===== config.mk =====
export PLATFORM = sky130hd
export DESIGN_NAME = lcd_spi_serializer
export DESIGN_NICKNAME = d
export VERILOG_FILES = /design/src/rtl/lcd_spi_serializer.sv
export SDC_FILE = /design/constraint.sdc
export NUM_CORES = 1
export LEC_CHECK = 0
export ABC_AREA = 1
export ABC_CLOCK_PERIOD_IN_PS = 3500
export BUFFER_PORTS_ARGS = -buffer_cell sky130_fd_sc_hd__buf_2
export CAP_MARGIN = 5
export CORE_MARGIN = 4
export CORE_UTILIZATION = 35
export DETAILED_ROUTE_END_ITERATION = 16
export GPL_TIMING_DRIVEN = 0
export HOLD_SLACK_MARGIN = 0.08
export PLACE_DENSITY = 0.49
export SLEW_MARGIN = 25
export SYNTH_ARGS = -nofsm -noshare
export SYNTH_HDL_FRONTEND = slang
export SYNTH_SLANG_ARGS = --single-unit

===== constraint.sdc =====
create_clock -name clk -period 3.5 [get_ports clk]
set_clock_uncertainty 0.15 [all_clocks]
set_input_delay 0.175 -clock clk [delete_from_list [all_inputs] [get_ports clk]]
set_output_delay 0.175 -clock clk [all_outputs]
set_load 0.02 [all_outputs]

===== src/rtl/lcd_spi_serializer.sv =====
// lcd_spi_serializer: queues {dc,byte} entries in a small FIFO and shifts each
// byte out MSB-first on a 4-line SPI (mode 0) link to an ST7735-class panel.
// Ports:
//   clk, reset_n     - system clock, async active-low reset
//   sync_reset       - synchronous clear, same effect as reset_n
//   data_load        - one-cycle push strobe for data/dc_in
//   data, dc_in      - byte to send and its D/C flag (0 = command)
//   fifo_full        - FIFO holds FIFO_DEPTH entries
//   busy             - FIFO non-empty or serializer active
//   overflow         - sticky: a push was dropped while full
//   done             - one-cycle pulse per transmitted byte
//   csx, dcx, scl, sda - panel chip select (low), D/C, serial clock, data
module lcd_spi_serializer #(
  parameter int unsigned FIFO_DEPTH = 4,
  parameter int unsigned CLK_DIV    = 2
) (
  input  logic       clk,
  input  logic       reset_n,
  input  logic       sync_reset,
  input  logic       data_load,
  input  logic [7:0] data,
  input  logic       dc_in,
  output logic       fifo_full,
  output logic       busy,
  output logic       overflow,
  output logic       done,
  output logic       csx,
  output logic       dcx,
  output logic       scl,
  output logic       sda
);

  localparam int unsigned AW = $clog2(FIFO_DEPTH);
  localparam int unsigned CW = AW + 1;
  localparam int unsigned DW = (CLK_DIV > 1) ? $clog2(CLK_DIV) : 1;

  typedef enum logic [1:0] {
    S_IDLE = 2'd0,
    S_LOW  = 2'd1,
    S_HIGH = 2'd2,
    S_HOLD = 2'd3
  } state_t;

  state_t          r_state;
  state_t          w_state_nxt;

  logic [8:0]      r_mem [FIFO_DEPTH];
  logic [AW-1:0]   r_wr_ptr;
  logic [AW-1:0]   r_rd_ptr;
  logic [CW-1:0]   r_count;
  logic [CW-1:0]   w_count_nxt;
  logic [DW-1:0]   r_div;
  logic [2:0]      r_bit;
  logic [7:0]      r_shift;
  logic            r_csx;
  logic            r_dcx;
  logic            r_scl;
  logic            r_done;
  logic            r_full;
  logic            r_busy;
  logic            r_ovf;

  logic            w_div_end;
  logic            w_fifo_ne;
  logic            w_push;
  logic [8:0]      w_head;
  logic            w_load;
  logic            w_shift;
  logic            w_rise;
  logic            w_fall;
  logic            w_done;
  logic            w_release;

  assign w_div_end   = (r_div == DW'(CLK_DIV - 1));
  assign w_fifo_ne   = (r_count != '0);
  assign w_push      = data_load & ~r_full;
  assign w_head      = r_mem[r_rd_ptr];
  // Popping only happens when a byte is loaded into the shifter.
  assign w_count_nxt = r_count + CW'(w_push) - CW'(w_load);

  // State register
  always_ff @(posedge clk or negedge reset_n) begin
    if (!reset_n) begin
      r_state <= S_IDLE;
    end else if (sync_reset) begin
      r_state <= S_IDLE;
    end else begin
      r_state <= w_state_nxt;
    end
  end

  // Next-state logic
  always_comb begin
    w_state_nxt = r_state;
    case (r_state)
      S_IDLE: if (w_fifo_ne) w_state_nxt = S_LOW;
      S_LOW:  if (w_div_end) w_state_nxt = S_HIGH;
      S_HIGH: begin
        if (w_div_end) begin
          if (r_bit != 3'd7)   w_state_nxt = S_LOW;
          else if (w_fifo_ne)  w_state_nxt = S_LOW;
          else                 w_state_nxt = S_HOLD;
        end
      end
      S_HOLD: if (w_div_end) w_state_nxt = S_IDLE;
    endcase
  end

  // Control decode driving the datapath and panel registers
  always_comb begin
    w_load    = 1'b0;
    w_shift   = 1'b0;
    w_rise    = 1'b0;
    w_fall    = 1'b0;
    w_done    = 1'b0;
    w_release = 1'b0;
    case (r_state)
      S_IDLE: w_load = w_fifo_ne;
      S_LOW:  w_rise = w_div_end;
      S_HIGH: begin
        if (w_div_end) begin
          w_fall = 1'b1;
          if (r_bit != 3'd7) begin
            w_shift = 1'b1;
          end else begin
            w_done = 1'b1;
            w_load = w_fifo_ne;
          end
        end
      end
      S_HOLD: w_release = w_div_end;
    endcase
  end

  // FIFO storage; stale writes under reset are harmless since pointers clear
  always_ff @(posedge clk) begin
    if (w_push) r_mem[r_wr_ptr] <= {dc_in, data};
  end

  // FIFO bookkeeping and status flags
  always_ff @(posedge clk or negedge reset_n) begin
    if (!reset_n) begin
      r_wr_ptr <= '0;
      r_rd_ptr <= '0;
      r_count  <= '0;
      r_full   <= 1'b0;
      r_busy   <= 1'b0;
      r_ovf    <= 1'b0;
    end else if (sync_reset) begin
      r_wr_ptr <= '0;
      r_rd_ptr <= '0;
      r_count  <= '0;
      r_full   <= 1'b0;
      r_busy   <= 1'b0;
      r_ovf    <= 1'b0;
    end else begin
      if (w_push) r_wr_ptr <= r_wr_ptr + AW'(1);
      if (w_load) r_rd_ptr <= r_rd_ptr + AW'(1);
      r_count <= w_count_nxt;
      r_full  <= (w_count_nxt == CW'(FIFO_DEPTH));
      // Registered copy of (count != 0) | (state != IDLE) for the coming cycle
      r_busy  <= (w_count_nxt != '0) | (w_state_nxt != S_IDLE);
      r_ovf   <= r_ovf | (data_load & r_full);
    end
  end

  // Shifter, bit/divider counters and panel pins
  always_ff @(posedge clk or negedge reset_n) begin
    if (!reset_n) begin
      r_shift <= '0;
      r_bit   <= '0;
      r_div   <= '0;
      r_csx   <= 1'b1;
      r_dcx   <= 1'b0;
      r_scl   <= 1'b0;
      r_done  <= 1'b0;
    end else if (sync_reset) begin
      r_shift <= '0;
      r_bit   <= '0;
      r_div   <= '0;
      r_csx   <= 1'b1;
      r_dcx   <= 1'b0;
      r_scl   <= 1'b0;
      r_done  <= 1'b0;
    end else begin
      r_done <= w_done;
      if (r_state == S_IDLE || w_div_end) r_div <= '0;
      else                                r_div <= r_div + DW'(1);
      // sda is the shifter MSB, so new data appears only at load or scl fall
      if (w_load) begin
        r_shift <= w_head[7:0];
        r_dcx   <= w_head[8];
        r_csx   <= 1'b0;
        r_bit   <= '0;
      end else if (w_shift) begin
        r_shift <= {r_shift[6:0], 1'b0};
        r_bit   <= r_bit + 3'd1;
      end
      if (w_rise)      r_scl <= 1'b1;
      else if (w_fall) r_scl <= 1'b0;
      if (w_release) r_csx <= 1'b1;
    end
  end

  assign fifo_full = r_full;
  assign busy      = r_busy;
  assign overflow  = r_ovf;
  assign done      = r_done;
  assign csx       = r_csx;
  assign dcx       = r_dcx;
  assign scl       = r_scl;
  assign sda       = r_shift[7];

endmodule


==> results.md, run 1 <==
* Largest family of logic cells by synthesized area: simple AND/OR/NAND/NOR gates
* Post-CTS sizing at 0
* Final setup fails at 0
* H-tree depth at 3
* Design Power at about 0.0025 W
* Synthesized area at 0.00282 mm2
* Met3 WL at 221 um
* Hold Violations, Final at 0
* Post-Syn Instances at between 200 and 300
* PwrDens at 737 mW/mm2
* Fin crit share at 84.1%
* Maximum clock frequency at between 300 and 400 MHz
* Die span in x at 97.7 um
* Mux cell area share after synthesis at 0%
* Maxcap violations at 0
* Highest metal used: met4
* HPWL Detailed at 3860 um
* Boundary pin count at 21
* Top post-synthesis cells by area: edfxtp_1, dfrtp_1, nor2_1
* Worst path bufs/invs at 2
* Adder-cell share of the synthesized area at 3.82%
* Synthesis warning total at 0
* DRT iter0 DRCs at between 100 and 150
* FF/Latch Area at 0.00178 mm2
* FF-to-FF Start: r_bit[0]
* Worst path max stage delay at 0.40 ns
* Vias at 1970
* Crit Path Category: reg2reg
* Post-Synth Simple-Gate Area at 19.5%
* Net Count, Synth at about 300
* Fillers at 763
* Largest net degree at the start of global routing at 29
* Crit-path slowest cell: dfrtp_1
* Nets at between 300 and 400
* DIE HEIGHT at 97.7 um
* Initial antenna violation count at 0
* Cts bufs inserted at 9
* CP max FO at 10
* Compound-Gate Fraction of Synth Area at 7.29%
* Pleak at roughly 1.5 nW
* Finished Cell Area at about 0.0034 mm2
* Post-layout minimum cycle time at between 2 and 3 ns
* Post-DRT Antenna Nets at 0
* Register area share after synthesis at 63.3%
* # rows at 32
* Xor-xnor portion of the synthesized cell area at 0.622%
* Slew headroom at 37.2%
* Share of Yosys cell area claimed by the top area cell type at 38.4%
* Avg Inst Size Synth at between 10 and 15 um2
* CTS Buffer Depth at 2
* Worst EP required at 3.57 ns
* CP endpoint kind: register
* Critical Path, Cell by Cell: ha_1 > ha_1 > nand2_2 > o21ai_2 > nand2_2 > buf_6 > xor2_1 > ha_1 > inv_1 > fa_1 > xnor2_1 > or2_2 > nand3_1 > nand3_1
* GRT Util Overall at between 10% and 20%
* R2r endpoint: busy
* Arrival time at the worst endpoint at 3.01 ns
* Vias in the first global route at 1981
* Library cells used by synthesis at 33
* Layout cell share with drive strength beyond 1 at 15.1%
* Setup TNS at 0 ns
* Yosys reg bits at 64
* Via density at 4.62
* R2r worst-path depth at 14
* Core area at 0.00777 mm2
* Cell family contributing the most delay on the critical path: adder cells
* Final Max Slew Viols at 0
* Worst setup SP type: register
* Hold Path Class: in2async
* Outcome: complete, no violations
* Final core occ at 43.2%
* Gr ovfl total at 0
* Yosys top cell by area: edfxtp_1
* Routed wl met2 at ~2700 um
* Dpl cell area at approximately 0.003 mm2
* Peak VDD IR at 0.000338 V
* RSZ-0062 raised after global routing: no
* Clock root buffer: clkbuf_8
* Global-route wire length before repair at 9810 um
* Worst-skew pair later-pin latency at 0.34 ns
* Num Clock Sinks at 64
* IO Port Bufs at 20
* Flop-to-flop setup slack at 0.56 ns
* Wirelength per Cell at between 10 and 15 um
* 1st-pass router iterations at 4
* Area growth from synthesis to layout at 19.1%
* Worst-margin pin slew at 0.938 ns
* Clock slew at the register clock pins of the worst setup and hold paths at roughly 0.08 ns
* Crit path top cell by count: ha_1
* Drt total wl at around 5900 um
* Met1 wire length at 2890 um
* Final Wtd Congestion at 0.802
* CTS tree: yes
* Multi-input combinational cell area at 881 um2
* Die area at 0.00954 mm2
* Starting Density at 36.2%
* Drt drc at 0
* Antenna diode count at 0
-- power by group --
group,internal (W),switching [W]
combinational,0.000282,0.000550
clock,0.000321,0.000287
sequential,0.000951,0.0000776
-- cell families after synthesis --
family / Yosys count
adders and majority gates: 8
DFF: 64
xor gates and xnor gates: 2
and+or+nand+nor: 128
buffers and inverters: 38
AOI/OAI and AO/OA: 36
-- synthesized netlist by cell type --
master and instances:
clkinv_1 2, nor2_4 1, edfxtp_1 36, xor2_1 1, inv_2 1, ha_1 7
inv_1 28, dfstp_2 1, nand4_1 2, o211ai_1 3, buf_2 3, dfrtp_1 27
nor3_1 4, clkbuf_1 3, nand2_2 2, nand2_1 43, nor2_1 48, o21ai_1 2
o21ai_2 1, o22a_1 1, o311ai_0 1, buf_6 1, a21oi_1 9, o21a_1 1
o22ai_1 1, a211oi_1 1, nand3_2 1, nand3_1 23, xnor2_1 1, fa_1 1
o21ai_0 16, nor2_2 1, or2_2 3
-- layout make-up --
| cell class | count | share of cell area, % |
|---|---|---|
| Inverter | 31 | 3.47 |
| Buffer | 7 | 1.12 |
| Clock buffer | 9 | 3.70 |
| Clock inverter | 7 | 1.87 |
| Sequential cell | 64 | 53.2 |
| Tap cell | 102 | 3.81 |
| Multi-Input combinational cell | 174 | 26.3 |
| Timing Repair Buffer | 32 | 6.57 |
-- worst max-delay path by stage --
stage,startpoint,to,slack (ns),cells past startpoint
floorplan,r_bit[0],busy,0.81,14
global placement,r_bit[0],busy,0.57,14
detailed placement,r_bit[0],busy,0.57,14
CTS,r_bit[0],busy,0.56,14
global route,r_bit[0],busy,0.41,14
finish,r_bit[0],busy,0.56,14
-- worst register-to-register path: stages (launching register included) --
cell and delay, ns:
dfrtp_1 0.40, ha_1 0.21, ha_1 0.22, nand2_2 0.09, o21ai_2 0.06, nand2_2 0.14
buf_6 0.17, xor2_1 0.16, ha_1 0.16, inv_1 0.05, fa_1 0.38, xnor2_1 0.15
or2_2 0.27, nand3_1 0.12, nand3_1 0.09
-- timing repair --
action,CTS,global route
hold buffers,12,0
setup buffers,0,0
endpoints found under the hold margin,67,0
-- per-layer routing --
metal,up-vias,track usage [%]
met1,926,17.5
met5,-,0
met2,30,21.3
met3,6,3.66
li1,1008,-
met4,0,3.83
-- registers in the layout (all words and copies together), names as in the netlist --
signal / count
r_count: 3
r_rd_ptr: 2
csx: 1
done: 1
scl: 1
r_bit: 3
busy: 1
r_state: 2
r_mem: 36
r_shift: 8
dcx: 1
overflow: 1
fifo_full: 1
r_div: 1
r_wr_ptr: 2
-- cell usage in the layout, fill, tap and decap left out, drive strengths merged --
master and instances:
clkinvlp 1, dfstp 1, nor2 50, or2 3
dlygate4sd3 12, nor3 4, o22ai 1, o21a 1
bufinv 1, xnor2 1, a21oi 9, xor2 1
o311ai 1, nand3 24, nand2 45, dfrtp 27
ha 7, inv 29, edfxtp 36, o22a 1
o211ai 3, clkbuf 12, o21ai 19, fa 1
nand4 2, clkinv 7, a211oi 1, buf 24
-- per-stage QoR --
stage / hold WS, ns / setup WS [ns] / instances
final: 0.249 / 0.558 / 426
after global routing: 0.313 / 0.414 / 426
after global placement: 0.100 / 0.569 / 398
after floorplan: -0.271 / 0.810 / 276
after CTS: 0.268 / 0.557 / 426
after detailed placement: 0.102 / 0.572 / 398
(Power assumes the default switching activity.)
==> inputs of run 2 (changes only) <==
- ABC_CLOCK_PERIOD_IN_PS: 3500 -> 2900
- clock period: 3.5 -> 2.9 ns (I/O delays scaled with it)
==> run 2 against run 1 <==
  * Flip-flop and latch count stayed put
  * Clock-buffer cell count stayed put
  * Register-to-register slack worse by 0.42 ns
  * Setup slack worse by 0.42 ns
  * Cell count is 0.47% higher
  * Utilization is 0.26 points higher
  * Critical endpoint unchanged
  * Largest cell class unchanged
  * Largest power group unchanged
  * Highest routed layer unchanged
==> results.md, run 2 (synthesis gave the netlist of run 1 again) <==
* Largest net degree at the start of global routing at 29 (unchanged)
* DRT iter0 DRCs at 127 (was 123)
* Hold Path Class: in2async (unchanged)
* Initial antenna violation count at 0 (unchanged)
* Critical Path, Cell by Cell: ha_1 > ha_1 > nand2_2 > o21ai_2 > nand2_2 > buf_6 > xor2_1 > ha_1 > inv_1 > fa_1 > xnor2_1 > or2_2 > nand3_2 > nand3_1 (was ha_1 > ha_1 > nand2_2 > o21ai_2 > nand2_2 > buf_6 > xor2_1 > ha_1 > inv_1 > fa_1 > xnor2_1 > or2_2 > nand3_1 > nand3_1)
* Max FFs per register at 36 (unchanged)
* Highest metal used: met4 (unchanged)
* Post-layout minimum cycle time at 2.76 ns (was 2.94 ns)
* Worst-margin pin slew at 0.935 ns (was 0.938 ns)
* Largest registers: r_mem: 36 flops, r_shift: 8 flops (unchanged)
* Die area at 0.00954 mm2 (unchanged)
* Setup slack at placement at -0.0283 ns (was 0.572 ns)
* GRT Util Overall at 13.3% (was 13.2%)
* 1st-pass router iterations at 4 (unchanged)
* Die span in x at 97.7 um (unchanged)
* Maximum clock frequency at 362 MHz (was 340 MHz)
* Final Max Slew Viols at 0 (unchanged)
* Crit-path slowest cell: dfrtp_1 (unchanged)
* FF/Latch Area at 0.00178 mm2 (unchanged)
* Gr ovfl total at 0 (unchanged)
* Area growth from synthesis to layout at 19.8% (was 19.1%)
* Most common cell after layout, fill and taps aside: nor2_1 (unchanged)
* CTS Buffer Depth at 2 (unchanged)
* IO Port Bufs at 20 (unchanged)
* Final Wtd Congestion at 0.802 (unchanged)
* Worst EP required at 2.97 ns (was 3.57 ns)
* CP max FO at 3 (was 10)
* Peak VDD IR at 0.000409 V (was 0.000338 V)
* Wirelength per Cell at 13.9 um (about the same)
* Drt total wl at 5970 um (was 5920 um)
* Via density at 4.62 (about the same)
* # rows at 32 (unchanged)
* Final setup fails at 0 (unchanged)
* Worst setup SP type: register (unchanged)
* Met1 wire length at 2890 um (about the same)
* Multi-input combinational cell area at 886 um2 (was 881 um2)
* Fillers at 763 (unchanged)
* Crit path top cell by count: ha_1 (unchanged)
* Hold Violations, Final at 0 (unchanged)
* Crit Path Category: reg2reg (unchanged)
* Global-route wire length before repair at 9850 um (was 9810 um)
* Largest reg by FF count: r_mem (unchanged)
* Final core occ at 43.4% (was 43.2%)
* CP endpoint kind: register (unchanged)
* Setup ws final at 0.137 ns (was 0.558 ns)
* Core area at 0.00777 mm2 (unchanged)
* Worst-skew pair later-pin latency at 0.33 ns (was 0.34 ns)
* Fin crit share at 95.3% (was 84.1%)
* Nets at 342 (was 340)
* Clock root buffer: clkbuf_8 (unchanged)
* Post-DRT Antenna Nets at 0 (unchanged)
* Drt drc at 0 (unchanged)
* Met3 WL at 248 um (was 221 um)
* Boundary pin count at 21 (unchanged)
* Num Clock Sinks at 64 (unchanged)
* Worst path max stage delay at 0.41 ns (was 0.40 ns)
* Hold_ws at 0.218 ns (was 0.249 ns)
* Clock slew at the register clock pins of the worst setup and hold paths at 0.07 ns (was 0.08 ns)
* Slew headroom at 37.4% (was 37.2%)
* Routed wl met2 at 2770 um (was 2740 um)
* Starting Density at 36.2% (unchanged)
* PwrDens at 895 mW/mm2 (was 737 mW/mm2)
* DIE HEIGHT at 97.7 um (unchanged)
* HPWL Detailed at 3860 um (unchanged)
* Arrival time at the worst endpoint at 2.83 ns (was 3.01 ns)
* Vias in the first global route at 1984 (was 1981)
* CTS tree: yes (unchanged)
* Most frequent cells in the layout: nor2_1, nand2_1, edfxtp_1 (unchanged)
* Cts bufs inserted at 9 (unchanged)
* H-tree depth at 3 (unchanged)
* Maxcap violations at 0 (unchanged)
* Antenna diode count at 0 (unchanged)
* Outcome: complete, no violations (unchanged)
* Layout cell share with drive strength beyond 1 at 16.0% (was 15.1%)
* RSZ-0062 raised after global routing: no (unchanged)
* Pleak at 1.46 nW (was 1.45 nW)
* Vias at 1978 (was 1970)
==> run 2: cell count changes in the layout (fill, tap and decap cells not counted) <==
cell / change
nand3_1: -1
nand3_2: +1
buf_4: +2
==> run 2: repair_timing <==
item / in CTS / in global routing
hold buffers: 12 / 0
gates resized for setup: 0 / 1
buffers inserted: 1 / 1
setup endpoints to repair: 1 / 3
pin swaps: 0 / 1
gates cloned: 0 / 0
hold endpoints to repair: 69 / 0
==> run 2: final timing paths <==
check | startpoint | to | slack [ns] | cells past startpoint
max in group asynchronous | reset_n | r_shift[2] | 1.95 | 2
min in group clk | r_shift[2] | r_shift[2] | 0.34 | 2
worst min register to register | r_shift[2] | r_shift[2] | 0.34 | 2
worst max-delay path | r_bit[0] | busy | 0.14 | 14
worst max register to register | r_bit[0] | busy | 0.14 | 14
worst min-delay path | reset_n | r_wr_ptr[1] | 0.22 | 2
==> run 2: layout make-up <==
type | instances | share of cell area, %
Sequential cell | 64 | 52.9
Multi-Input combinational cell | 174 | 26.3
Timing Repair Buffer | 34 | 6.98
Tap cell | 102 | 3.78
Clock buffer | 9 | 3.67
Inverter | 31 | 3.45
Clock inverter | 7 | 1.86
Buffer | 7 | 1.11
==> run 2: metrics by stage <==
step                      cell area, um2  cells  total power (W)  TNS [ns]
final                               3370    428          0.00302         0
after global routing                3370    428          0.00323         0
after CTS                           3360    427          0.00303         0
after detailed placement            3040    398          0.00226   -0.0283
after global placement              3040    398          0.00225   -0.0308
after floorplan                     2820    276          0.00197         0
==> run 2: routing by layer <==
| metal | vias up | global-route usage [%] |
|---|---|---|
| li1 | 1010 | - |
| met1 | 931 | 17.5 |
| met2 | 32 | 21.6 |
| met3 | 5 | 3.66 |
| met4 | 0 | 3.83 |
| met5 | - | 0 |
==> run 2: power breakdown <==
group | switching, W | internal [W] | leakage (nW)
logic | 0.000677 | 0.000366 | 0.672
clock network | 0.000346 | 0.000388 | 0.0917
registers | 0.0000942 | 0.00115 | 0.700
==> run 2: worst max-delay path, delay by kind of cell (launching register included) <==
| kind | cells | cell delay [ns] |
|---|---|---|
| AOI/OAI and AO/OA | 1 | 0.06 |
| xor gates and xnor gates | 2 | 0.29 |
| adders and majority gates | 4 | 0.97 |
| buffers and inverters | 2 | 0.15 |
| DFF | 1 | 0.41 |
| and+or+nand+nor | 5 | 0.63 |
==> inputs of run 3 (changes only) <==
==> constraint.sdc (replaced) <==
create_clock -name clk -period 2.9 [get_ports clk]
set_clock_uncertainty 0.15 [all_clocks]
set_input_delay 0.725 -clock clk [delete_from_list [all_inputs] [get_ports clk]]
set_output_delay 0.725 -clock clk [all_outputs]
set_load 0.02 [all_outputs]
==> run 3 against run 2 <==
  * Clock-buffer cell count unchanged
  * Flip-flop and latch count did not move
  * Sequential power hardly changed
==> results.md, run 3 (synthesis gave the netlist of run 1 again) <==
* Core area at 0.00777 mm2 (unchanged)
* Die span in x at 97.7 um (unchanged)
* CP max FO at 3 (unchanged)
* Antenna diode count at 0 (unchanged)
* GRT Util Overall at 13.1% (was 13.3%)
* Via density at 4.65 (was 4.62)
* Vias in the first global route at 1937 (was 1984)
* Slew headroom at 37.6% (was 37.4%)
* H-tree depth at 3 (unchanged)
* Sw frac at 37.1% (was 37.0%)
* Boundary pin count at 21 (unchanged)
* Worst-skew pair later-pin latency at 0.33 ns (about the same)
* Final Wtd Congestion at 0.802 (unchanged)
* Worst setup SP type: register (unchanged)
* 1st-pass router iterations at 4 (unchanged)
* Gr ovfl total at 0 (unchanged)
* Outcome: complete, no violations (unchanged)
* Combinational fraction of design power at 34.2% (was 34.5%)
* Maxcap violations at 0 (unchanged)
* Drt total wl at 5890 um (was 5970 um)
* Initial antenna violation count at 0 (unchanged)
* Global-route wire length before repair at 9670 um (was 9850 um)
* PwrDens at 925 mW/mm2 (was 895 mW/mm2)
* Internal at 0.00189 W (was 0.00190 W)
* RSZ-0062 raised after global routing: no (unchanged)
* Layout cell share with drive strength beyond 1 at 16.6% (was 16.0%)
* Final Max Slew Viols at 0 (unchanged)
* IO Port Bufs at 20 (unchanged)
* Hold Path Class: in2async (unchanged)
* Vias at 1934 (was 1978)
* Worst path max stage delay at 0.41 ns (about the same)
* Most common cell after layout, fill and taps aside: nor2_1 (unchanged)
* Starting Density at 36.2% (unchanged)
* Most frequent cells in the layout: nor2_1, nand2_1, edfxtp_1 (unchanged)
* Cts bufs inserted at 9 (unchanged)
* Post-Place Cells at 398 (unchanged)
* Clock root buffer: clkbuf_8 (unchanged)
* Seq pwr share at 41.3% (was 41.2%)
* Wirelength per Cell at 14.2 um (was 13.9 um)
* Critical Path, Cell by Cell: ha_1 > ha_1 > nand2_2 > o21ai_2 > nand2_2 > buf_6 > xor2_1 > ha_1 > inv_1 > fa_1 > xnor2_1 > or2_2 > nand3_2 > nand3_1 (unchanged)
* HPWL Detailed at 3860 um (unchanged)
* CP endpoint kind: register (unchanged)
* Setup TNS at 0 ns (unchanged)
* Sw power at 0.00112 W (about the same)
* Crit path top cell by count: ha_1 (unchanged)
* Pleak at 1.41 nW (was 1.46 nW)
* Largest net degree at the start of global routing at 29 (unchanged)
* Drt drc at 0 (unchanged)
* Die area at 0.00954 mm2 (unchanged)
* Arrival time at the worst endpoint at 2.83 ns (about the same)
* CTS Buffer Depth at 2 (unchanged)
* CTS tree: yes (unchanged)
* Largest registers: r_mem: 36 flops, r_shift: 8 flops (unchanged)
* Post-DRT Antenna Nets at 0 (unchanged)
* Max FFs per register at 36 (unchanged)
* Hold Violations, Final at 0 (unchanged)
* Worst-margin pin slew at 0.933 ns (was 0.935 ns)
* Largest reg by FF count: r_mem (unchanged)
* DIE HEIGHT at 97.7 um (unchanged)
* # rows at 32 (unchanged)
* Worst EP required at 2.97 ns (about the same)
* Final setup fails at 0 (unchanged)
* Maximum clock frequency at 362 MHz (about the same)
* Peak VDD IR at 0.000405 V (was 0.000409 V)
* Clock group share of total power at 24.4% (was 24.3%)
* DRT iter0 DRCs at 115 (was 127)
* Num Clock Sinks at 64 (unchanged)
* Area growth from synthesis to layout at 15.5% (was 19.8%)
* Fin crit share at 95.3% (about the same)
* Crit-path slowest cell: dfrtp_1 (unchanged)
* Finished Layout Cells at 416 (was 428)
* Clock slew at the register clock pins of the worst setup and hold paths at 0.07 ns (about the same)
* Crit Path Category: reg2reg (unchanged)
* Nets at 330 (was 342)
* Post-layout minimum cycle time at 2.76 ns (about the same)
run 3: changes by cell type in the layout (fill, tap and decap cells not counted), sizes merged:
cell,previous run,this run
dlygate4sd3,12,0
run 3: through the flow:
step                power, W  cell area, um2  hold WS, ns  util (%)  worst slack (ns)
floorplan            0.00197            2820        0.279         -             0.210
global placement     0.00225            3040        0.315      39.2           -0.0361
detailed placement   0.00226            3040        0.319      39.2           -0.0327
CTS                  0.00302            3240        0.280      41.7            0.0194
global route         0.00322            3250        0.321      41.9           0.00850
finish               0.00301            3250        0.262      41.9             0.136
run 3: timing repair:
item                                    4_1_cts  5_1_grt
resized for setup                             0        1
buffers inserted                              1        1
pin swaps                                     0        1
hold buffers                                  0        0
endpoints found under the setup margin        1        3
run 3: worst paths after layout:
path                            startpoint     endpoint  slack [ns]  cells after the start
worst max-delay path              r_bit[0]         busy        0.14                     14
worst min-delay path               reset_n  r_wr_ptr[1]        0.26                      1
worst max register to register    r_bit[0]         busy        0.14                     14
worst min register to register  r_shift[2]   r_shift[2]        0.34                      2
max in group asynchronous          reset_n   r_shift[2]        1.91                      1
min in group clk                r_shift[2]   r_shift[2]        0.34                      2
run 3: final cells by class:
class                           count  area [um2]
Clock inverter                      7        62.6
Clock buffer                        9         124
Buffer                              7        37.5
Multi-Input combinational cell    174         886
Sequential cell                    64        1780
Timing Repair Buffer               22         115
Fill cell                         770        4520
Tap cell                          102         128
Inverter                           31         116
run 3: critical path, delay by kind of cell, from the launching register on:
kind,cells,cell delay [ns]
adder cells (fa/ha/maj),4,0.97
AND/OR/NAND/NOR,5,0.63
AO/OA/AOI/OAI,1,0.06
flip-flops,1,0.41
buffers and inverters,2,0.15
XOR/XNOR,2,0.29
run 3: power groups by stage:
stage               Sequential (W)  Combinational, W  Clock, W
floorplan                  0.00129          0.000678         0
global placement           0.00126          0.000994         0
detailed placement         0.00126          0.000998         0
CTS                        0.00124           0.00103  0.000750
global route               0.00127           0.00116  0.000792
finish                     0.00124           0.00103  0.000735
run 3: routing by layer:
metal	vias to the layer above	share of wire [%]	track usage, %	wire length (um)
li1	986	-	-	-
met4	0	1.1	3.83	66
met2	32	46	21.1	2700
met3	6	3.8	3.66	222
met1	910	49	17.3	2900
met5	-	0	0	0
